--- src/rtl/event_pulse_arb.sv ---
// Round-robin arbiter that stretches single-cycle events from four channels
// into one shared pulse of HOLD cycles, separated by at least GAP+1 low cycles.
module event_pulse_arb #(
    parameter int unsigned HOLD = 2,
    parameter int unsigned GAP  = 1
) (
    input  logic       clk,
    input  logic       rst,
    input  logic       i_en,
    input  logic [3:0] i_req,
    output logic       o_pulse,
    output logic [1:0] o_id,
    output logic       o_busy,
    output logic [3:0] o_drop
);

    localparam int unsigned N_CH  = 4;
    localparam int unsigned ID_W  = 2;
    localparam int unsigned CNT_W = 4;

    typedef enum logic [1:0] {
        ST_IDLE = 2'd0,
        ST_HOLD = 2'd1,
        ST_GAP  = 2'd2
    } state_t;

    state_t             state_q, state_d;
    logic [CNT_W-1:0]   cnt_q,   cnt_d;
    logic [N_CH-1:0]    pend_q,  pend_d;
    logic [ID_W-1:0]    ptr_q,   ptr_d;
    logic               pulse_q, pulse_d;
    logic [ID_W-1:0]    id_q,    id_d;
    logic               busy_q,  busy_d;
    logic [N_CH-1:0]    drop_q,  drop_d;

    logic [N_CH-1:0]    eff;
    logic               gnt_vld;
    logic [ID_W-1:0]    gnt_id;
    logic               grant;

    // Round-robin pick: first set bit of eff starting at ptr.
    always_comb begin
        logic [ID_W-1:0] idx;
        eff     = pend_q | i_req;
        gnt_vld = 1'b0;
        gnt_id  = '0;
        idx     = '0;
        for (int k = 0; k < N_CH; k++) begin
            idx = ptr_q + ID_W'(k);
            if (!gnt_vld && eff[idx]) begin
                gnt_vld = 1'b1;
                gnt_id  = idx;
            end
        end
    end

    assign grant = (state_q == ST_IDLE) && i_en && gnt_vld;

    // Pending bits: a second event on an already pending channel is lost.
    always_comb begin
        pend_d = pend_q;
        drop_d = '0;
        for (int i = 0; i < N_CH; i++) begin
            if (grant && (gnt_id == ID_W'(i))) begin
                pend_d[i] = pend_q[i] & i_req[i];
            end else if (i_req[i]) begin
                drop_d[i] = pend_q[i];
                pend_d[i] = 1'b1;
            end
        end
    end

    // Next-state and registered-output logic.
    always_comb begin
        state_d = state_q;
        cnt_d   = cnt_q;
        ptr_d   = ptr_q;
        pulse_d = pulse_q;
        id_d    = id_q;

        case (state_q)
            ST_IDLE: begin
                if (grant) begin
                    state_d = ST_HOLD;
                    cnt_d   = CNT_W'(HOLD - 1);
                    ptr_d   = gnt_id + ID_W'(1);
                    pulse_d = 1'b1;
                    id_d    = gnt_id;
                end
            end
            ST_HOLD: begin
                if (cnt_q == '0) begin
                    pulse_d = 1'b0;
                    if (GAP > 0) begin
                        state_d = ST_GAP;
                        cnt_d   = CNT_W'(GAP - 1);
                    end else begin
                        state_d = ST_IDLE;
                    end
                end else begin
                    cnt_d = cnt_q - CNT_W'(1);
                end
            end
            ST_GAP: begin
                if (cnt_q == '0) begin
                    state_d = ST_IDLE;
                end else begin
                    cnt_d = cnt_q - CNT_W'(1);
                end
            end
            default: begin
                state_d = ST_IDLE;
                cnt_d   = '0;
                pulse_d = 1'b0;
            end
        endcase

        busy_d = (state_d != ST_IDLE);
    end

    always_ff @(posedge clk or posedge rst) begin
        if (rst) begin
            state_q <= ST_IDLE;
            cnt_q   <= '0;
            pend_q  <= '0;
            ptr_q   <= '0;
            pulse_q <= 1'b0;
            id_q    <= '0;
            busy_q  <= 1'b0;
            drop_q  <= '0;
        end else begin
            state_q <= state_d;
            cnt_q   <= cnt_d;
            pend_q  <= pend_d;
            ptr_q   <= ptr_d;
            pulse_q <= pulse_d;
            id_q    <= id_d;
            busy_q  <= busy_d;
            drop_q  <= drop_d;
        end
    end

    assign o_pulse = pulse_q;
    assign o_id    = id_q;
    assign o_busy  = busy_q;
    assign o_drop  = drop_q;

endmodule

--- config.mk ---
export PLATFORM = sky130hd
export DESIGN_NAME = event_pulse_arb
export DESIGN_NICKNAME = d
export VERILOG_FILES = /design/src/rtl/event_pulse_arb.sv
export SDC_FILE = /design/constraint.sdc
export NUM_CORES = 1
export LEC_CHECK = 0
export BUFFER_PORTS_ARGS = -buffer_cell sky130_fd_sc_hd__buf_2
export CELL_PAD_IN_SITES_DETAIL_PLACEMENT = 0
export CELL_PAD_IN_SITES_GLOBAL_PLACEMENT = 2
export CORE_AREA = 2 2 57 70
export CTS_CLUSTER_SIZE = 8
export DETAILED_ROUTE_END_ITERATION = 8
export DIE_AREA = 0 0 59 72
export GPL_ROUTABILITY_DRIVEN = 1
export PLACE_DENSITY = 0.74
export SYNTH_ARGS = -nofsm -noshare
export SYNTH_HDL_FRONTEND = slang
export SYNTH_SLANG_ARGS = --single-unit
--- constraint.sdc ---
create_clock -name clk -period 2.4 [get_ports clk]
set_input_delay 0.48 -clock clk [delete_from_list [all_inputs] [get_ports clk]]
set_output_delay 0.48 -clock clk [all_outputs]
set_load 0.1 [all_outputs]
Yosys cells after proc, flatten, opt, wreduce, memory -nomap -nowiden --
Cells that the tools add are included.
Storage, ports and cells: flip-flop bits (word level) 20, input bits 7, output and inout port bits 8, word-level logic and storage cells 100
Operators by class: add/subtract/negate cells 5, magnitude comparators 4, equality and inequality tests 8, multiplexer cells 43, bitwise logic cells 6, reduce and logical (&&, ||, !) cells 23
Operators by type and width (count):
- 1-bit two-way mux | 26
- 2-bit two-way mux | 7
- 2-bit by 3-bit < comparator with 1-bit output, second input constant | 4
- 4-bit two-way mux | 3
- 4-bit one-hot mux with 3 select lines | 1
- 2-bit nonzero test | 5
- 1-bit logical AND | 9
- 1-bit binary-select mux with 2-bit select | 4
- 2-bit equality test, second input constant | 3
- 2-bit != test, second input constant | 3
- 2-bit one-hot mux with 3 select lines | 1
- 2-bit by 1-bit adder with 2-bit output, second input constant | 2
- 2-bit adder, second input constant | 2
- 1-bit bitwise AND | 4
- 2-bit by 1-bit equality test with 1-bit output, second input constant | 2
- 2-bit zero test | 2
- 4-bit zero test | 1
- 4-bit OR | 1
- 2-bit AND reduction | 2
- 4-bit by 1-bit subtractor with 4-bit output, second input constant | 1
- 1-bit zero test | 3
- 1-bit one-hot mux with 3 select lines | 1
- 3-bit AND reduction | 1
- 1-bit inverter | 1

Longest topological paths before layout --
Gate-level depths: netlist of run 1.
word-level depth 17, mapped depth 7, mapped depth without buffers 7

Least setup slack after synthesis of run 1 --
Ideal clock, no wire load.
path kind input to register, start in i_req[1], end reg pend_q[0], setup time 131 ps, arrival 1682 ps, required time 2269 ps, slack 587 ps, stages 6, path buffers 0, cell sequence nor4_1 -> a21oi_1 -> inv_1 -> ha_1 -> nand2_1 -> maj3_1
On the way: cells in the longest elaborated chain, start to end 16, elaborated cells between the ends (all ways) 28, those cells by class mux: 17; bitwise: 1; reduce/logical: 10
RTL lines:
- start, declared | RTL line 10 | input logic [3:0] i_req,
- 4-bit OR * | RTL line 44 | eff = pend_q | i_req;
- 1-bit binary-select mux with 2-bit select | RTL line 50 | if (!gnt_vld && eff[idx]) begin
- 1-bit two-way mux (implied by the code) | RTL line 50
- 1-bit two-way mux | RTL line 50
- 1-bit zero test | RTL line 50
- 1-bit logical AND | RTL line 50
- 1-bit two-way mux | RTL line 50
- 1-bit zero test | RTL line 50
- 1-bit logical AND | RTL line 50
- 1-bit two-way mux | RTL line 50
- 1-bit zero test | RTL line 50
- 1-bit logical AND | RTL line 50
- 2-bit two-way mux * | RTL line 50
- via gnt_id[0] | RTL line 38 | logic [ID_W-1:0] gnt_id;
- 2-bit zero test * | RTL line 64 | if (grant && (gnt_id == ID_W'(i))) begin
- 1-bit logical AND * | RTL line 64
- 1-bit two-way mux / 2-bit nonzero test (equally long branches)
- end signal, assigned | RTL line 134 | pend_q <= pend_d;
- end, declared | RTL line 29 | logic [N_CH-1:0] pend_q, pend_d;
Mark *: on every way through the listed nets, which the timed path passes. The rest lies on a longest branch. The select of a mux whose other input is x is not followed. A chain may end at the register's enable or synchronous reset.

Worst setup path after layout of run 1 --
start reg pend_q[3], end reg pend_q[0]
On the way: cells in the longest elaborated chain, start to end 16, elaborated cells between the ends (all ways) 28, those cells by class mux: 17; bitwise: 1; reduce/logical: 10
RTL lines (RTL line):
- 4-bit OR * | 44
- 1-bit binary-select mux with 2-bit select | 50
- 1-bit two-way mux (implied by the code) | 50
- 1-bit two-way mux | 50
- 1-bit zero test | 50
- 1-bit logical AND | 50
- 1-bit two-way mux | 50
- 1-bit zero test | 50
- 1-bit logical AND | 50
- 1-bit two-way mux | 50
- 1-bit zero test | 50
- 1-bit logical AND | 50
- 2-bit two-way mux * | 50
- via gnt_id[0] | 38
- 2-bit zero test * | 64
- 1-bit logical AND * | 64
- 1-bit two-way mux / 2-bit nonzero test (equally long branches)
Marked as above.

==> results.toml, run 1 <==
[synthesis]
ys.warnings.count = 0
ys_types = 32
synth_top_family_by_area = "simple AND/OR/NAND/NOR gates"
synth_compound_area_frac = 0.151
syn_area_sq_um = 1030
synthTopCellsByArea = "dfrtp_1 49%, ha_1 7.3%, nor2_1 3.3%, maj3_2 3.3%, a21oi_1 2.9%"
synth_ff_type = "dfrtp_1"
syn_inst = 99
synthAdderAreaFrac = 0.116
synth_xor_area_frac = 0.00853
synth-simple-area-share = 0.156
async_flop_share = 1.00
yosysMostFrequentCell = "dfrtp_1"
yosys.area.top_type_share = 0.487
avgSynthCellArea_sq_um = 10.4
yosysSeqAreaShare = 0.487
syn_nets = 112
ys_ff_latch = 20
synthMuxAreaShare = 0.0414
synth_top_area_cell = "dfrtp_1"
synth.cells.most_frequent = "20 x dfrtp_1, 9 x nor2_1, 7 x inv_1, 7 x nand2_1"
synth-edff-count = 0

[floorplanning]
die_w_microns = 59
dieArea_sq_um = 4250
row_count = 24
io-pin-count = 15
start_util = 0.290
dieHeight_microns = 72
core_sq_um = 3540

[clocking]
insertion_delay_ps = 250
cts_tree = "done"
cts_buffer_depth = 2
cts_setup_buffers = 0
ctsHtreeMaxLevel = 1
holdBufCountCts = 0
post_cts_resized = 0
cts_buffers = 3
cts_root_buf = "clkbuf_8"
clk_pin_slew_ps = 70
numClockSinks = 20

[setup_path]
critical_path.top_delay_family = "adder cells"
start_kind = "flop"
crit_path_max_fanout = 5
slowest_delay_ps = 430
worstSetupPathType = "flop to flop"
cp.required_ps = 2530
arrival_ps = 1960
crit_chain = "nor4_1, a21oi_1, inv_1, ha_1, nand2_1, maj3_1"
endpoint_kind = "flop"
crit_buf_inv = 1
worst_path_max_delay_cell = "dfrtp_1"

[timing]
fin_setup_tns_ps = 0
relSlewSlack = 0.490
rsz0062_at_grt = "false"
fmax_ghz = 0.546
hold_violations = 0
finalCriticalPeriod_ps = 1830
hold_slack_ps = 358
drv_slew = 0
setup_viol = 0
skew_ps = 1.02
fin_crit_sh = 0.763
worst_pin_slew_ps = 764

[layout]
drive_gt1_frac = 0.224
n_antenna_cell = 0
fin_nets = 131
n_fill_cell = 395
syn2layout_area_growth_pct = 16.3

[grt]
antenna_found_initial = 0
grt_first_pass_wirelength_microns = 3770
grt_max_degree = 21
grt_overflow = 0
grtUsageTotal = 0.115
grt_pass1_vias = 830

[detailed_routing]
drtPass1Iterations = 4
routedWlPerCell_microns = 13.1
drt_iter0_drc = 10
vias = 785
drc = 0
ant_nets = 0
vias_per_cell = 5.06
routed_wl_microns = 2030

[place]
io_buffers = 14
hpwlAfterDp_microns = 1580
gp_congestion = 0.816

[run_status]
run_status = "complete, no violations"

[hold_path]
hp-class = "input port to asynchronous set/reset pin"

[flow_run]
drv_cap = 0
-- placed cells by master (no fill, tap or decap), types with 4 or more instances in the layout --
| cell type | synthesis | layout |
|---|---|---|
| and3_1 | 4 | 4 |
| a21oi_1 | 6 | 6 |
| ha_1 | 6 | 6 |
| nor2_1 | 9 | 9 |
| buf_2 | 0 | 14 |
| inv_1 | 7 | 7 |
| nand2_1 | 7 | 7 |
| dfrtp_1 | 20 | 20 |
| o21ai_0 | 4 | 4 |
-- cell type report --
| cell class | instances | area, sq um | share of cell area |
|---|---|---|---|
| Tap cell | 39 | 48.8 | 0.0408 |
| Timing Repair Buffer | 17 | 92.6 | 0.0775 |
| Clock buffer | 3 | 41.3 | 0.0346 |
| Sequential cell | 20 | 500 | 0.419 |
| Multi-Input combinational cell | 69 | 485 | 0.406 |
| Inverter | 7 | 26.3 | 0.0220 |
-- sequential cells by signal, indices dropped and copies added, names as in the netlist --
name / cells
ptr_q: 2
o_pulse: 1
o_drop: 4
cnt_q: 4
pend_q: 4
state_q: 2
o_busy: 1
o_id: 2
-- through the flow --
step,std cells,util,worst slack (ps),instance area (sq um)
after global placement,152,0.326,405,1150
after CTS,155,0.337,556,1190
after global routing,155,0.337,355,1190
after floorplan,99,-,587,1030
final,155,0.337,569,1190
after detailed placement,152,0.326,385,1150
-- layer usage --
layer	up-vias	track usage	share of wire	wire length [microns]
li1	392	-	-	-
met1	381	0.138	0.45	906
met2	10	0.204	0.52	1050
met3	2	0.0160	0.026	53
met4	0	0.0455	0.0099	20
met5	-	0	0	0
-- cells by family after synthesis --
logic type | after synthesis
AOI/OAI and AO/OA | 22
buffers and inverters | 10
xor gates and xnor gates | 1
and+or+nand+nor | 32
DFF | 20
muxes | 4
adders and majority gates | 10
-- final timing paths --
| check | start | to | slack, ps | cells past startpoint |
|---|---|---|---|---|
| max | pend_q[3]$_DFFE_PP0P_ | pend_q[0]$_DFFE_PP0P_ | 570 | 6 |
| min | rst | o_drop[0]$_DFF_PP0_ | 360 | 2 |
| max reg2reg | pend_q[3]$_DFFE_PP0P_ | pend_q[0]$_DFFE_PP0P_ | 570 | 6 |
| min reg2reg | o_pulse$_DFFE_PP0P_ | o_pulse$_DFFE_PP0P_ | 500 | 1 |
| max in group asynchronous | rst | o_drop[1]$_DFF_PP0_ | 1570 | 2 |
| min in group clk | o_pulse$_DFFE_PP0P_ | o_pulse$_DFFE_PP0P_ | 500 | 1 |
-- worst reg2reg max path: stages (launching register included) --
cell and delay [ps]:
dfrtp_1 430, nor4_1 410, a21oi_1 180, inv_1 130
ha_1 140, nand2_1 60, maj3_1 360
Power of run 1 is left out: the tool's default activity adds up to more than one toggle a clock period on the data nets, which glitch-free logic cannot reach.
==> inputs of run 2 (changes only) <==
PLACE_DENSITY = 0.76   (was 0.74)
clock period = 1.5 ns   (was 2.4 ns; I/O delays follow)
==> run 2 against run 1 <==
The run now ends with setup timing left. Register-to-register slack got worse by 840 ps. Setup slack got worse by 840 ps. Fmax up 3.4%. Clock-buffer cell count unchanged. Flip-flop and latch count did not move. Cell count is 18% higher. Die area unchanged. Clock skew rose by 1.7 ps. Sequential share of layout area down 10 points. Global-route usage rose by 0.93 points. Largest cell class is now multi-input gates.
==> results.toml, run 2 (same netlist as run 1, synthesis figures left out) <==
[run_status]
run_status = "finished with violations"
violations = "setup timing"

[detailed_routing]
vias = 942
drtPass1Iterations = 4
vias_per_cell = 5.15
drt_iter0_drc = 13
drc = 0
routedWlPerCell_microns = 13.9
ant_nets = 0
routed_wl_microns = 2550

[clocking]
clk_pin_slew_ps = 70
holdBufCountCts = 0
cts_buffer_depth = 2
ctsHtreeMaxLevel = 1
cts_root_buf = "clkbuf_8"
insertion_delay_ps = 260
cts_tree = "done"
cts_buffers = 3
numClockSinks = 20

[setup_path]
arrival_ps = 1910
slowest_delay_ps = 420
crit_chain = "buf_6, nor4_4, buf_4, a2111oi_4, buf_4, buf_6, mux2_2"
rr_endpoint = "o_id[1]$_DFFE_PP0P_"
cp.required_ps = 1640
worstSetupPathType = "flop to flop"
crit_path_max_fanout = 5
endpoint_kind = "flop"
reg2regPathDepth = 7
crit_path_end = "o_id[1]$_DFFE_PP0P_"
critPathLaunch = "pend_q[3]$_DFFE_PP0P_"
worst_path_max_delay_cell = "dfrtp_1"
r2r_start = "pend_q[3]$_DFFE_PP0P_"
start_kind = "flop"
reg2reg_slack_ps = -270

[layout]
final_cell_mix = "26 x buf_4, 17 x dfrtp_1, 14 x buf_2"
final_common_cell = "buf_4"
fin_nets = 159
regArea_sq_um = 504
multi_input_area_sq_um = 664
n_antenna_cell = 0
syn2layout_area_growth_pct = 56.4
final_cells = 183
n_fill_cell = 347
design_area_sq_um = 1610
drive_gt1_frac = 0.604

[grt]
antenna_found_initial = 0
grt_first_pass_wirelength_microns = 3970
grtUsageTotal = 0.124
grt_overflow = 0
grt_pass1_vias = 914
grt_max_degree = 21

[timing]
skew_ps = 2.70
fin_crit_sh = 1.18
rsz0062_at_grt = "true"
setup_slack_ps = -270
relSlewSlack = 0.677
setup_viol = 19
worst_pin_slew_ps = 487
hold_violations = 0
finalCriticalPeriod_ps = 1770
drv_slew = 0
hold_slack_ps = 55.3
fmax_ghz = 0.565
fin_setup_tns_ps = -3350

[floorplanning]
start_util = 0.290
dieArea_sq_um = 4250
io-pin-count = 15
die_w_microns = 59
row_count = 24
core_sq_um = 3540
dieHeight_microns = 72

[place]
dpl_cell_area_sq_um = 1330
io_buffers = 14
dp_cells = 170
hpwlAfterDp_microns = 1730
gp_congestion = 0.790

[power]
p_leak_uw = 0.000697
power_density_nw_per_um2 = 2240
ir_drop_uv = 1240

[flow_run]
drv_cap = 0

[hold_path]
hp-class = "input port to asynchronous set/reset pin"
[run 2: cell types whose count changed in the layout (fill, tap and decap cells not counted), moves of 4 or more]
cell and change:
buf_4 +23, ha_1 -4, ha_2 +4, buf_6 +5
nand2_1 -4
[run 2: cell type report]
class,count,area share
Inverter,7,0.0164
Clock buffer,3,0.0257
Multi-Input combinational cell,69,0.414
Timing Repair Buffer,45,0.200
Tap cell,39,0.0304
Sequential cell,20,0.314
[run 2: worst min-delay path by stage]
stage	to	slack (ps)	depth (start not counted)
after floorplan	cnt_q[0]$_DFFE_PP0P_	260	1
after CTS	pend_q[3]$_DFFE_PP0P_	70	3
after detailed placement	pend_q[0]$_DFFE_PP0P_	340	3
final	ptr_q[1]$_DFFE_PP0P_	60	3
after global placement	o_drop[2]$_DFF_PP0_	340	3
after global routing	o_drop[2]$_DFF_PP0_	80	3
[run 2: worst max-delay path, delay by kind of cell, from the launching register on]
family / cells / cell delay (ps)
compound gates: 1 / 60
simple gates: 1 / 290
flops: 1 / 420
mux: 1 / 260
buf+inv: 4 / 630
[run 2: per-layer routing]
metal | global-route usage | vias up | share of wire
li1 | - | 444 | -
met2 | 0.214 | 16 | 0.54
met5 | 0 | - | 0
met1 | 0.146 | 475 | 0.40
met3 | 0.0285 | 7 | 0.031
met4 | 0.0530 | 0 | 0.025
[run 2: where the power goes]
part           internal [uW]  switching, uW  total, uW
Clock                    179            169        347
Combinational            903           1420       2330
Sequential               750            168        918
[run 2: stage by stage]
stage                util  total power [uW]  setup slack (ps)
finish              0.453              3590              -270
floorplan               -              2300              -121
global route        0.453              3850              -337
CTS                 0.406              3330              -247
global placement    0.374              2800              -291
detailed placement  0.374              2830              -310
[run 2: what timing repair did]
| action | CTS | global route |
|---|---|---|
| endpoints found under the setup margin | 19 | 19 |
| resized for setup | 9 | 32 |
| pin swaps | 3 | 8 |
| buffers inserted | 4 | 6 |
Note: power is estimated with default switching activity, not from simulation.
